==> src/rtl/Pipe_Buf_Reg_PKG.sv <==
// Shared types for the instruction fetch queue: prefetch entry layout and the NOP
// that is shown on the IF stage whenever no entry is valid.
package Pipe_Buf_Reg_PKG;

  localparam int unsigned FE_PC_W  = 9;
  localparam int unsigned FE_INS_W = 32;

  localparam logic [31:0] NOP_INSTR = 32'h0000_0013;

  typedef struct packed {
    logic [FE_PC_W-1:0]  pc;
    logic [FE_INS_W-1:0] instr;
  } fetch_entry;

endpackage

==> src/rtl/fetch_fifo.sv <==
// Prefetch storage: DEPTH-entry circular buffer of fetch entries with push, pop,
// flush and an occupancy count. Push and pop may coincide, even when full.
module fetch_fifo
  import Pipe_Buf_Reg_PKG::*;
#(
  parameter int unsigned DEPTH = 4
) (
  input  logic                     clk,
  input  logic                     reset,
  input  logic                     push,
  input  logic                     pop,
  input  logic                     flush,
  input  fetch_entry               wdata,
  output fetch_entry               rdata,
  output logic [$clog2(DEPTH):0]   count
);

  localparam int unsigned AW = $clog2(DEPTH);
  localparam int unsigned CW = AW + 1;

  fetch_entry     mem [DEPTH];
  logic [AW-1:0]  wr_ptr;
  logic [AW-1:0]  rd_ptr;

  // Pointers and count; flush empties the buffer in one cycle.
  always_ff @(posedge clk or negedge reset) begin
    if (!reset) begin
      wr_ptr <= '0;
      rd_ptr <= '0;
      count  <= '0;
    end else if (flush) begin
      wr_ptr <= '0;
      rd_ptr <= '0;
      count  <= '0;
    end else begin
      if (push) wr_ptr <= wr_ptr + AW'(1);
      if (pop)  rd_ptr <= rd_ptr + AW'(1);
      count <= count + CW'(push) - CW'(pop);
    end
  end

  always_ff @(posedge clk) begin
    if (push && !flush) mem[wr_ptr] <= wdata;
  end

  assign rdata = mem[rd_ptr];

endmodule

==> src/rtl/instr_fetch_queue.sv <==
// Instruction prefetch queue between instruction memory and the IF/ID register.
// Define FETCH_BYPASS_EN to forward a response straight to if_* when the queue is empty.
module instr_fetch_queue
  import Pipe_Buf_Reg_PKG::*;
#(
  parameter int unsigned PC_W  = 9,
  parameter int unsigned INS_W = 32,
  parameter int unsigned DEPTH = 4
) (
  input  logic              clk,
  input  logic              reset,
  input  logic              stall,
  input  logic              redirect,
  input  logic [PC_W-1:0]   redirect_pc,
  output logic              imem_req,
  output logic [PC_W-1:0]   imem_addr,
  input  logic              imem_gnt,
  input  logic              imem_rvalid,
  input  logic [INS_W-1:0]  imem_rdata,
  output logic              if_valid,
  output logic [PC_W-1:0]   if_pc,
  output logic [INS_W-1:0]  if_instr
);

  localparam int unsigned CW  = $clog2(DEPTH) + 1;
  localparam int unsigned SW  = CW + 1;
  localparam int unsigned STW = CW + 2;

  logic [CW-1:0]   outstanding;
  logic [CW-1:0]   count;
  logic [STW-1:0]  stale;
  logic [PC_W-1:0] resp_pc;
  logic            grant;
  logic            resp_live;
  logic            head_valid;
  logic            bypass;
  logic            push;
  logic            pop;
  fetch_entry      wentry;
  fetch_entry      head;

  // Request gating, response routing and IF-stage presentation.
  always_comb begin
    imem_req   = reset && !redirect && ((SW'(outstanding) + SW'(count)) < SW'(DEPTH));
    grant      = imem_req && imem_gnt;
    resp_live  = imem_rvalid && (stale == '0);
    head_valid = (count != '0);
`ifdef FETCH_BYPASS_EN
    bypass     = reset && resp_live && !head_valid && !redirect;
`else
    bypass     = 1'b0;
`endif
    pop          = head_valid && !stall && !redirect;
    push         = resp_live && !redirect && !(bypass && !stall);
    wentry.pc    = FE_PC_W'(resp_pc);
    wentry.instr = FE_INS_W'(imem_rdata);
    if_valid     = head_valid || bypass;
    if_pc        = '0;
    if_instr     = INS_W'(NOP_INSTR);
    if (bypass) begin
      if_pc    = resp_pc;
      if_instr = imem_rdata;
    end else if (head_valid) begin
      if_pc    = PC_W'(head.pc);
      if_instr = INS_W'(head.instr);
    end
  end

  // Fetch address, response PC and in-flight bookkeeping. Responses return in
  // grant order, so all stale ones precede the first live one.
  always_ff @(posedge clk or negedge reset) begin
    if (!reset) begin
      imem_addr   <= '0;
      resp_pc     <= '0;
      outstanding <= '0;
      stale       <= '0;
    end else if (redirect) begin
      imem_addr   <= redirect_pc;
      resp_pc     <= redirect_pc;
      outstanding <= '0;
      stale       <= stale + STW'(outstanding) - STW'(imem_rvalid);
    end else begin
      if (grant)                    imem_addr <= imem_addr + PC_W'(4);
      if (resp_live)                resp_pc   <= resp_pc + PC_W'(4);
      if (imem_rvalid && !resp_live) stale    <= stale - STW'(1);
      outstanding <= outstanding + CW'(grant) - CW'(resp_live);
    end
  end

  fetch_fifo #(
    .DEPTH (DEPTH)
  ) u_fifo (
    .clk   (clk),
    .reset (reset),
    .push  (push),
    .pop   (pop),
    .flush (redirect),
    .wdata (wentry),
    .rdata (head),
    .count (count)
  );

endmodule

==> config.mk <==
export PLATFORM = sky130hd
export DESIGN_NAME = instr_fetch_queue
export DESIGN_NICKNAME = d
export VERILOG_FILES = /design/src/rtl/Pipe_Buf_Reg_PKG.sv /design/src/rtl/fetch_fifo.sv /design/src/rtl/instr_fetch_queue.sv
export SDC_FILE = /design/constraint.sdc
export NUM_CORES = 1
export LEC_CHECK = 0
export ABC_AREA = 0
export BUFFER_PORTS_ARGS = -buffer_cell sky130_fd_sc_hd__buf_2
export CORE_MARGIN = 2
export CORE_UTILIZATION = 45
export DETAILED_ROUTE_END_ITERATION = 8
export PLACE_DENSITY_LB_ADDON = 0.1
export SLEW_MARGIN = 5
export SYNTH_ARGS = -nofsm -noshare
export SYNTH_HDL_FRONTEND = slang
export SYNTH_HIERARCHICAL = 1
export SYNTH_SLANG_ARGS = --single-unit
export TNS_END_PERCENT = 100
==> constraint.sdc <==
create_clock -name clk -period 8.45 [get_ports clk]
set_clock_uncertainty 0.05 [all_clocks]
set_input_delay 2.1125 -clock clk [delete_from_list [all_inputs] [get_ports clk]]
set_output_delay 2.1125 -clock clk [all_outputs]
set_load 0.01 [all_outputs]
==> results of run 1 <==
==> worst min-delay path by stage <==
| stage | start | to | slack (ns) | cells past startpoint |
|---|---|---|---|---|
| final | resp_pc[1]$_DFFE_PN0P_ | u_fifo/mem[2][33]$_DFFE_PP_ | 0.47 | 0 |
| after floorplan | resp_pc[0]$_DFFE_PN0P_ | u_fifo/mem[0][32]$_DFFE_PP_ | 0.43 | 0 |
| after detailed placement | resp_pc[1]$_DFFE_PN0P_ | u_fifo/mem[2][33]$_DFFE_PP_ | 0.47 | 0 |
| after global placement | resp_pc[1]$_DFFE_PN0P_ | u_fifo/mem[2][33]$_DFFE_PP_ | 0.44 | 0 |
| after global routing | resp_pc[1]$_DFFE_PN0P_ | u_fifo/mem[2][33]$_DFFE_PP_ | 0.51 | 0 |
| after CTS | resp_pc[1]$_DFFE_PN0P_ | u_fifo/mem[2][33]$_DFFE_PP_ | 0.48 | 0 |
==> cells in the mapped netlist (all sizes together) (7+ instances only) <==
library cell,n,share of area
dfrtp,33,0.099
nand3,16,0.0096
buf,12,0.017
nand4,7,0.0052
xnor2,11,0.012
nor2,14,0.0063
edfxtp,164,0.59
ha,21,0.031
clkbuf,10,0.0045
nand2,18,0.0081
mux4,41,0.11
inv,29,0.013
o21ai,15,0.0090
nor2b,43,0.032
==> stage by stage <==
stage | power (mW) | setup WS [ns]
2_1_floorplan | 1.53 | 3.58
3_3_place_gp | 1.68 | 2.84
3_5_place_dp | 1.69 | 2.81
4_1_cts | 2.53 | 2.81
5_1_grt | 2.62 | 2.68
6_report | 2.49 | 2.84
==> critical path, stage by stage <==
cell and delay (ns):
buf_2 0.53, inv_1 0.38, and3_2 0.28, buf_2 0.13
==> state kept, by name, indices dropped and copies added, names as in the netlist <==
signal	count
outstanding	3
resp_pc	9
u_fifo/wr_ptr	2
u_fifo/count	3
u_fifo/mem	164
u_fifo/rd_ptr	2
imem_addr	9
stale	5
==> final cells by class <==
cell class	instances	area, um^2
inverters	29	111
clock buffers	17	425
fillers	1464	8440
multi-input cells	236	2340
repair buffers	104	536
flip-flops and latches	197	5760
clock inverters	15	195
well taps	229	287
==> layout by cell type, fill, tap and decap left out, types with 5 or more instances in the layout <==
cell       instances
edfxtp_1         164
buf_2             98
nor2b_1           43
mux4_2            37
dfrtp_1           31
inv_1             28
ha_1              21
nand2_1           18
clkbuf_16         17
nand3_1           16
nor2_1            14
o21ai_0           13
xnor2_1           11
nand4_1            7
a21oi_1            6
buf_4              6
or2_2              5
xor2_1             5
==> logic make-up (layout without fill, tap and decap cells) <==
family / Yosys count / in the layout
adders and majority gates: 24 / 24
and+or+nand+nor: 123 / 123
muxes: 45 / 45
xor gates and xnor gates: 17 / 17
AOI/OAI and AO/OA: 27 / 27
buffers and inverters: 51 / 165
DFF: 197 / 197
==> per-layer routing <==
| metal | wire (um) | vias to the layer above |
|---|---|---|
| met3 | 554 | 12 |
| met2 | 7470 | 90 |
| met4 | 148 | 0 |
| li1 | - | 2026 |
| met5 | 0 | - |
| met1 | 6810 | 2230 |
==> where the power goes <==
| group | switching, mW | total, mW | leakage (nW) | internal, mW |
|---|---|---|---|---|
| registers | 0.0620 | 1.15 | 1.88 | 1.09 |
| logic | 0.264 | 0.503 | 1.36 | 0.239 |
| clock network | 0.360 | 0.834 | 0.291 | 0.474 |
==> metrics.txt, run 1 <==
status complete, no violations; Setup TNS 0 ns; layout cells sized above 1 0.323; initial DRC count ~200; R2R Setup Slk 5.41 ns; met1 Use GR 0.210; Slew headroom 0.409; synthesized cell area about 8400 um^2; die width 140 um; count of flip-flops with a built-in enable after synthesis between 150 and 200; Pre-antenna DRT Iters 4; period utilisation layout 0.664; Top FF cell, synth edfxtp_1; WP data arrival between 3 and 4 ns; post-synthesis simple-gate area fraction 0.0842; total track usage 0.161; Initial Util 0.463; peak supply drop ~0.15 mV; DRC viols 0; fin util 0.533; CTS Hold Bufs 0; WL final 15000 um; Vias/cell 5.27; post-cts resize count 0; die area 19700 um^2; pwr dens ~260 nW/um^2; Cells after Synth roughly 480; initial antenna violation count 0; Core Region 18100 um^2; crit-path max FO 40; gr busiest metal met2; Worst Reg-to-Reg Cells 8; CP startpoint redirect; Critical Path RT ~6.3 ns; fin area about 9600 um^2; Max Fclk about 180 MHz; M2 GR Usage 0.270; sequential element share of the synthesized area 0.687; RSZ-0062 raised after global routing false; met3 usage 0.0383; vias in the first global route between 4000 and 5000; worst slew pin tran 0.887 ns; worst skew pair latency 0.42 ns; Distinct cells, synth approximately 40; Final ANT Viol Nets 0; first-pass GRT wire length 24000 um; Worst-path clk slew 0.07 ns; port buffer count 98; CTS H-tree lvls 4; fin nets roughly 660; R2R Path Start stale[0]$_DFFE_PN0P_; Overflow after GRT 0; # IOs between 90 and 100; Setup crit end imem_req; final hold slack between 0.4 and 0.5 ns; Synth Area in XOR/XNOR 0.0194; clock sink count a little under 200; Antenna diodes 0; fin crit period between 5 and 6 ns; die height between 100 and 150 um; Adder-Cell Fraction of Synth Area 0.0386; Post-DP HPWL between 8000 and 9000 um; Syn Area/Cell about 17 um^2; Yosys reg bits ~200; placed cells around 800; GP Congestion around 0.8; startpoint class of the critical path input port; worst hold path class reg2reg; via count about 4400; CTS Buffer Depth 2; Compound-Gate Fraction of Synth Area 0.0190; DP Area 9030 um^2; largest family of logic cells by synthesized area multiplexers; Ys Warns 6; Slew Limit Fails 0; syn nets approximately 560; area grow syn2layout 15.3%; post-CTS setup buffer count 0; Avg WL per Cell approximately 18 um; final hold vios 0; asr flop ratio synth 0.168; row cnt between 40 and 50; Finished Layout Cells between 800 and 900; largest net degree at the start of global routing between 40 and 50; Setup CP Type in2out; MaxCap Viol Count 0; TritonCTS clock tree yes; worst flop-to-flop path endpoint u_fifo/mem[0][36]$_DFFE_PP_; CTS buffer count 17; P_leak about 3.5 nW; mux share of post-synthesis cell area 0.117; Final Setup Violations 0; CP endpoint kind primary output; root buf cell clkbuf_16
Note: power is estimated with default switching activity, not from simulation.
==> run 2: changes to the inputs <==
ABC_AREA = 1   (was 0)
clock period = 5.4 ns   (was 8.45 ns; I/O delays follow)
==> run 2 against run 1 <==
  * Sequential share of layout area fell by 4.2 points
  * Register-to-register slack worse by 3.1 ns
  * Via count grew 32%
  * Utilization down 1.8 points
  * Power up 65%
  * Final cell count is 49% higher
  * Area after synthesis grew 9.4%
  * Clock power is 46% higher
  * Count of clock-buffer cells in the layout rose by 1
  * Cell area up 7.5%
  * Critical path type is now reg2out
==> metrics.txt, run 2 <==
Top FF cell, synth edfxtp_1; Final ANT Viol Nets 0 (unchanged); Setup TNS 0 ns (unchanged); area grow syn2layout 13.3%; CP bufs+invs 3 (unchanged); vias in the first global route 5483 (+22%); RSZ-0062 raised after global routing false; layout cells sized above 1 0.173 (-0.150); Overflow after GRT 0 (unchanged); pwr dens 396 nW/um^2 (+53%); critical path cell sequence inv_4, buf_4, nand2_1, o211ai_1, nand2_1, or2_2, buf_2; synthesized cell area 9150 um^2 (+9.4%); Pre-antenna DRT Iters 4 (unchanged); Yosys reg bits 197 (unchanged); port buffer count 98 (unchanged); post-CTS setup buffer count 0 (unchanged); Worst-path clk slew 0.07 ns (about the same); fin area 10400 um^2 (+7.5%); Tot Pwr 4.11 mW (+65%); count of flip-flops with a built-in enable after synthesis 164 (unchanged); worst slew pin tran 0.886 ns (-0.000273 ns); MaxCap Viol Count 0 (unchanged); Post-DP HPWL 10500 um (+17%); Max Fclk between 200 and 250 MHz; Critical Path Stages 7 (+3); max incr delay on CP 0.55 ns (+0.02 ns); CTS H-tree lvls 4 (unchanged); syn nets 924 (+66%); Largest register FFs 164 (unchanged); Most flops, register u_fifo/mem; total track usage 0.165 (+0.00372); R2R Setup Slk 2.34 ns (-3.07 ns); CP top delay family buffers and inverters; fin crit period 4.04 ns; post-cts resize count 0 (unchanged); Slowest-stage cell, CP inv_4; WL final 16800 um (+12%); die height 147 um (+4.4%); final hold slack 0.427 ns (-0.0444 ns); CP startpoint u_fifo/rd_ptr[0]$_DFFE_PN0P_; final hold vios 0 (unchanged); WP data arrival 2.64 ns (-0.81 ns); Core Region 20100 um^2 (+11%); DP Area 9790 um^2 (+8.4%); Slew Limit Fails 0 (unchanged); die area 21500 um^2 (+9.1%); cell type with the largest total area after synthesis edfxtp_1; largest net degree at the start of global routing 85 (+89%); Initial Util 0.455 (-0.00747); Vias/cell 4.69 (-11%); fin nets 1017 (+55%); top flop regs u_fifo/mem (164), imem_addr (9), resp_pc (9); peak supply drop 0.201 mV (+31%); die width 147 um (+4.4%); worst flop-to-flop path endpoint u_fifo/mem[2][27]$_DFFE_PP_; startpoint class of the critical path flip-flop; Fillers 1782 (+22%); DRC viols 0 (unchanged); Synth top area share 0.538 (-0.0504); GP Congestion 0.785 (+0.15%); Antenna diodes 0 (unchanged); clock sink count 197 (unchanged); crit-path max FO 84 (+110%); initial DRC count 274 (+38%); CTS Buffer Depth 2 (unchanged); top cells by count, synth nand2_1 (195), inv_1 (168), edfxtp_1 (164); TritonCTS clock tree yes; status complete, no violations; Slew headroom 0.408 (-0.000679); Distinct cells, synth 33 (-20%); commonest non-fill, non-tap cells in the layout nand2_1 (195), inv_1 (168), edfxtp_1 (164), buf_2 (98), o211ai_1 (83); count leader, synth nand2_1; worst hold path class reg2reg; Final Setup Violations 0 (unchanged); P_leak 4.76 nW (+35%); initial antenna violation count 1 (+1); most common cell after layout, fill and taps aside nand2_1; CP dominant cell by count nand2_1; Syn Area/Cell 10.7 um^2 (-38%); Worst Reg-to-Reg Cells 9 (+1); # IOs 99 (unchanged); asr flop ratio synth 0.168 (unchanged); row cnt 52 (+6.1%); period utilisation layout 0.749; CTS buffer count 17 (unchanged); sequential element share of the synthesized area 0.629 (-0.0589); via count 5762 (+32%); Setup CP Type reg2out; synth top area cells edfxtp_1 (54%), dfrtp_1 (9.0%), nand2_1 (8.0%); first-pass GRT wire length 27900 um (+16%); Ys Warns 6 (unchanged); CP endpoint kind primary output; worst skew pair latency 0.42 ns (about the same); CTS Hold Bufs 0 (unchanged); Setup crit end if_instr[0]; root buf cell clkbuf_16; Avg WL per Cell 13.7 um (-24%); Cells after Synth 853 (+76%); R2R Path Start stale[0]$_DFFE_PN0P_; Critical Path RT 4.00 ns (-2.29 ns)
-- run 2: cell count changes after synthesis, moves of 37 or more --
| cell | before | now |
|---|---|---|
| nor2_1 | 14 | 63 |
| nor2b_1 | 43 | 0 |
| mux4_2 | 37 | 0 |
| o211ai_1 | 0 | 83 |
| inv_1 | 28 | 168 |
| nand2_1 | 18 | 195 |
-- run 2: worst reg2reg max path: cells and delay by family (launching register included) --
kind	cells	cell delay, ns
flops	1	0.38
simple gates	5	1.58
buf+inv	3	0.57
fa+ha+maj	1	0.18
-- run 2: worst min path at each step --
stage                              from                     endpoint  slack [ns]  cells after the start
6_report       imem_addr[0]$_DFFE_PN0P_     imem_addr[0]$_DFFE_PN0P_        0.43                      2
5_1_grt        imem_addr[1]$_DFFE_PN0P_     imem_addr[1]$_DFFE_PN0P_        0.46                      2
4_1_cts        imem_addr[0]$_DFFE_PN0P_     imem_addr[0]$_DFFE_PN0P_        0.43                      2
3_5_place_dp   imem_addr[0]$_DFFE_PN0P_     imem_addr[0]$_DFFE_PN0P_        0.42                      2
3_3_place_gp   imem_addr[1]$_DFFE_PN0P_     imem_addr[1]$_DFFE_PN0P_        0.41                      2
2_1_floorplan    resp_pc[0]$_DFFE_PN0P_  u_fifo/mem[0][32]$_DFFE_PP_        0.43                      0
-- run 2: stage by stage --
stage                     utilization  setup WS, ns  instances
after floorplan                     -          1.32        853
after global placement          0.487          1.71       1197
after detailed placement        0.487          1.67       1197
after CTS                       0.516          1.31       1229
after global routing            0.516          1.12       1229
final                           0.516          1.36       1229
-- run 2: layer usage --
| metal | vias to the layer above | wire length (um) | GRT usage |
|---|---|---|---|
| met5 | - | 13 | 0 |
| met4 | 2 | 131 | 0.0369 |
| met3 | 12 | 679 | 0.0381 |
| met2 | 94 | 7950 | 0.275 |
| met1 | 2659 | 8050 | 0.221 |
| li1 | 2995 | - | - |
-- run 2: area by class of cell --
cell class / instances / area (um^2) / share of cell area
inverter: 174 / 656 / 0.0632
timing repair buffer: 109 / 573 / 0.0553
sequential: 197 / 5750 / 0.555
multi-input combinational: 447 / 2470 / 0.238
tap: 270 / 338 / 0.0326
clock buffer: 18 / 450 / 0.0435
clock inverter: 14 / 130 / 0.0126
-- run 2: power by group --
part / total, mW / internal, mW / switching (mW)
logic: 1.08 / 0.398 / 0.680
clock network: 1.22 / 0.639 / 0.584
registers: 1.80 / 1.72 / 0.0828
-- run 2: cells by family (layout without fill, tap and decap cells) --
group                    after synthesis  after routing  synth area share
AO/OA/AOI/OAI                        111            111            0.0864
adder cells (fa/ha/maj)               24             24            0.0353
AND/OR/NAND/NOR                      305            305             0.137
flip-flops                           197            197             0.629
buffers and inverters                209            315             0.106
XOR/XNOR                               7              7           0.00670
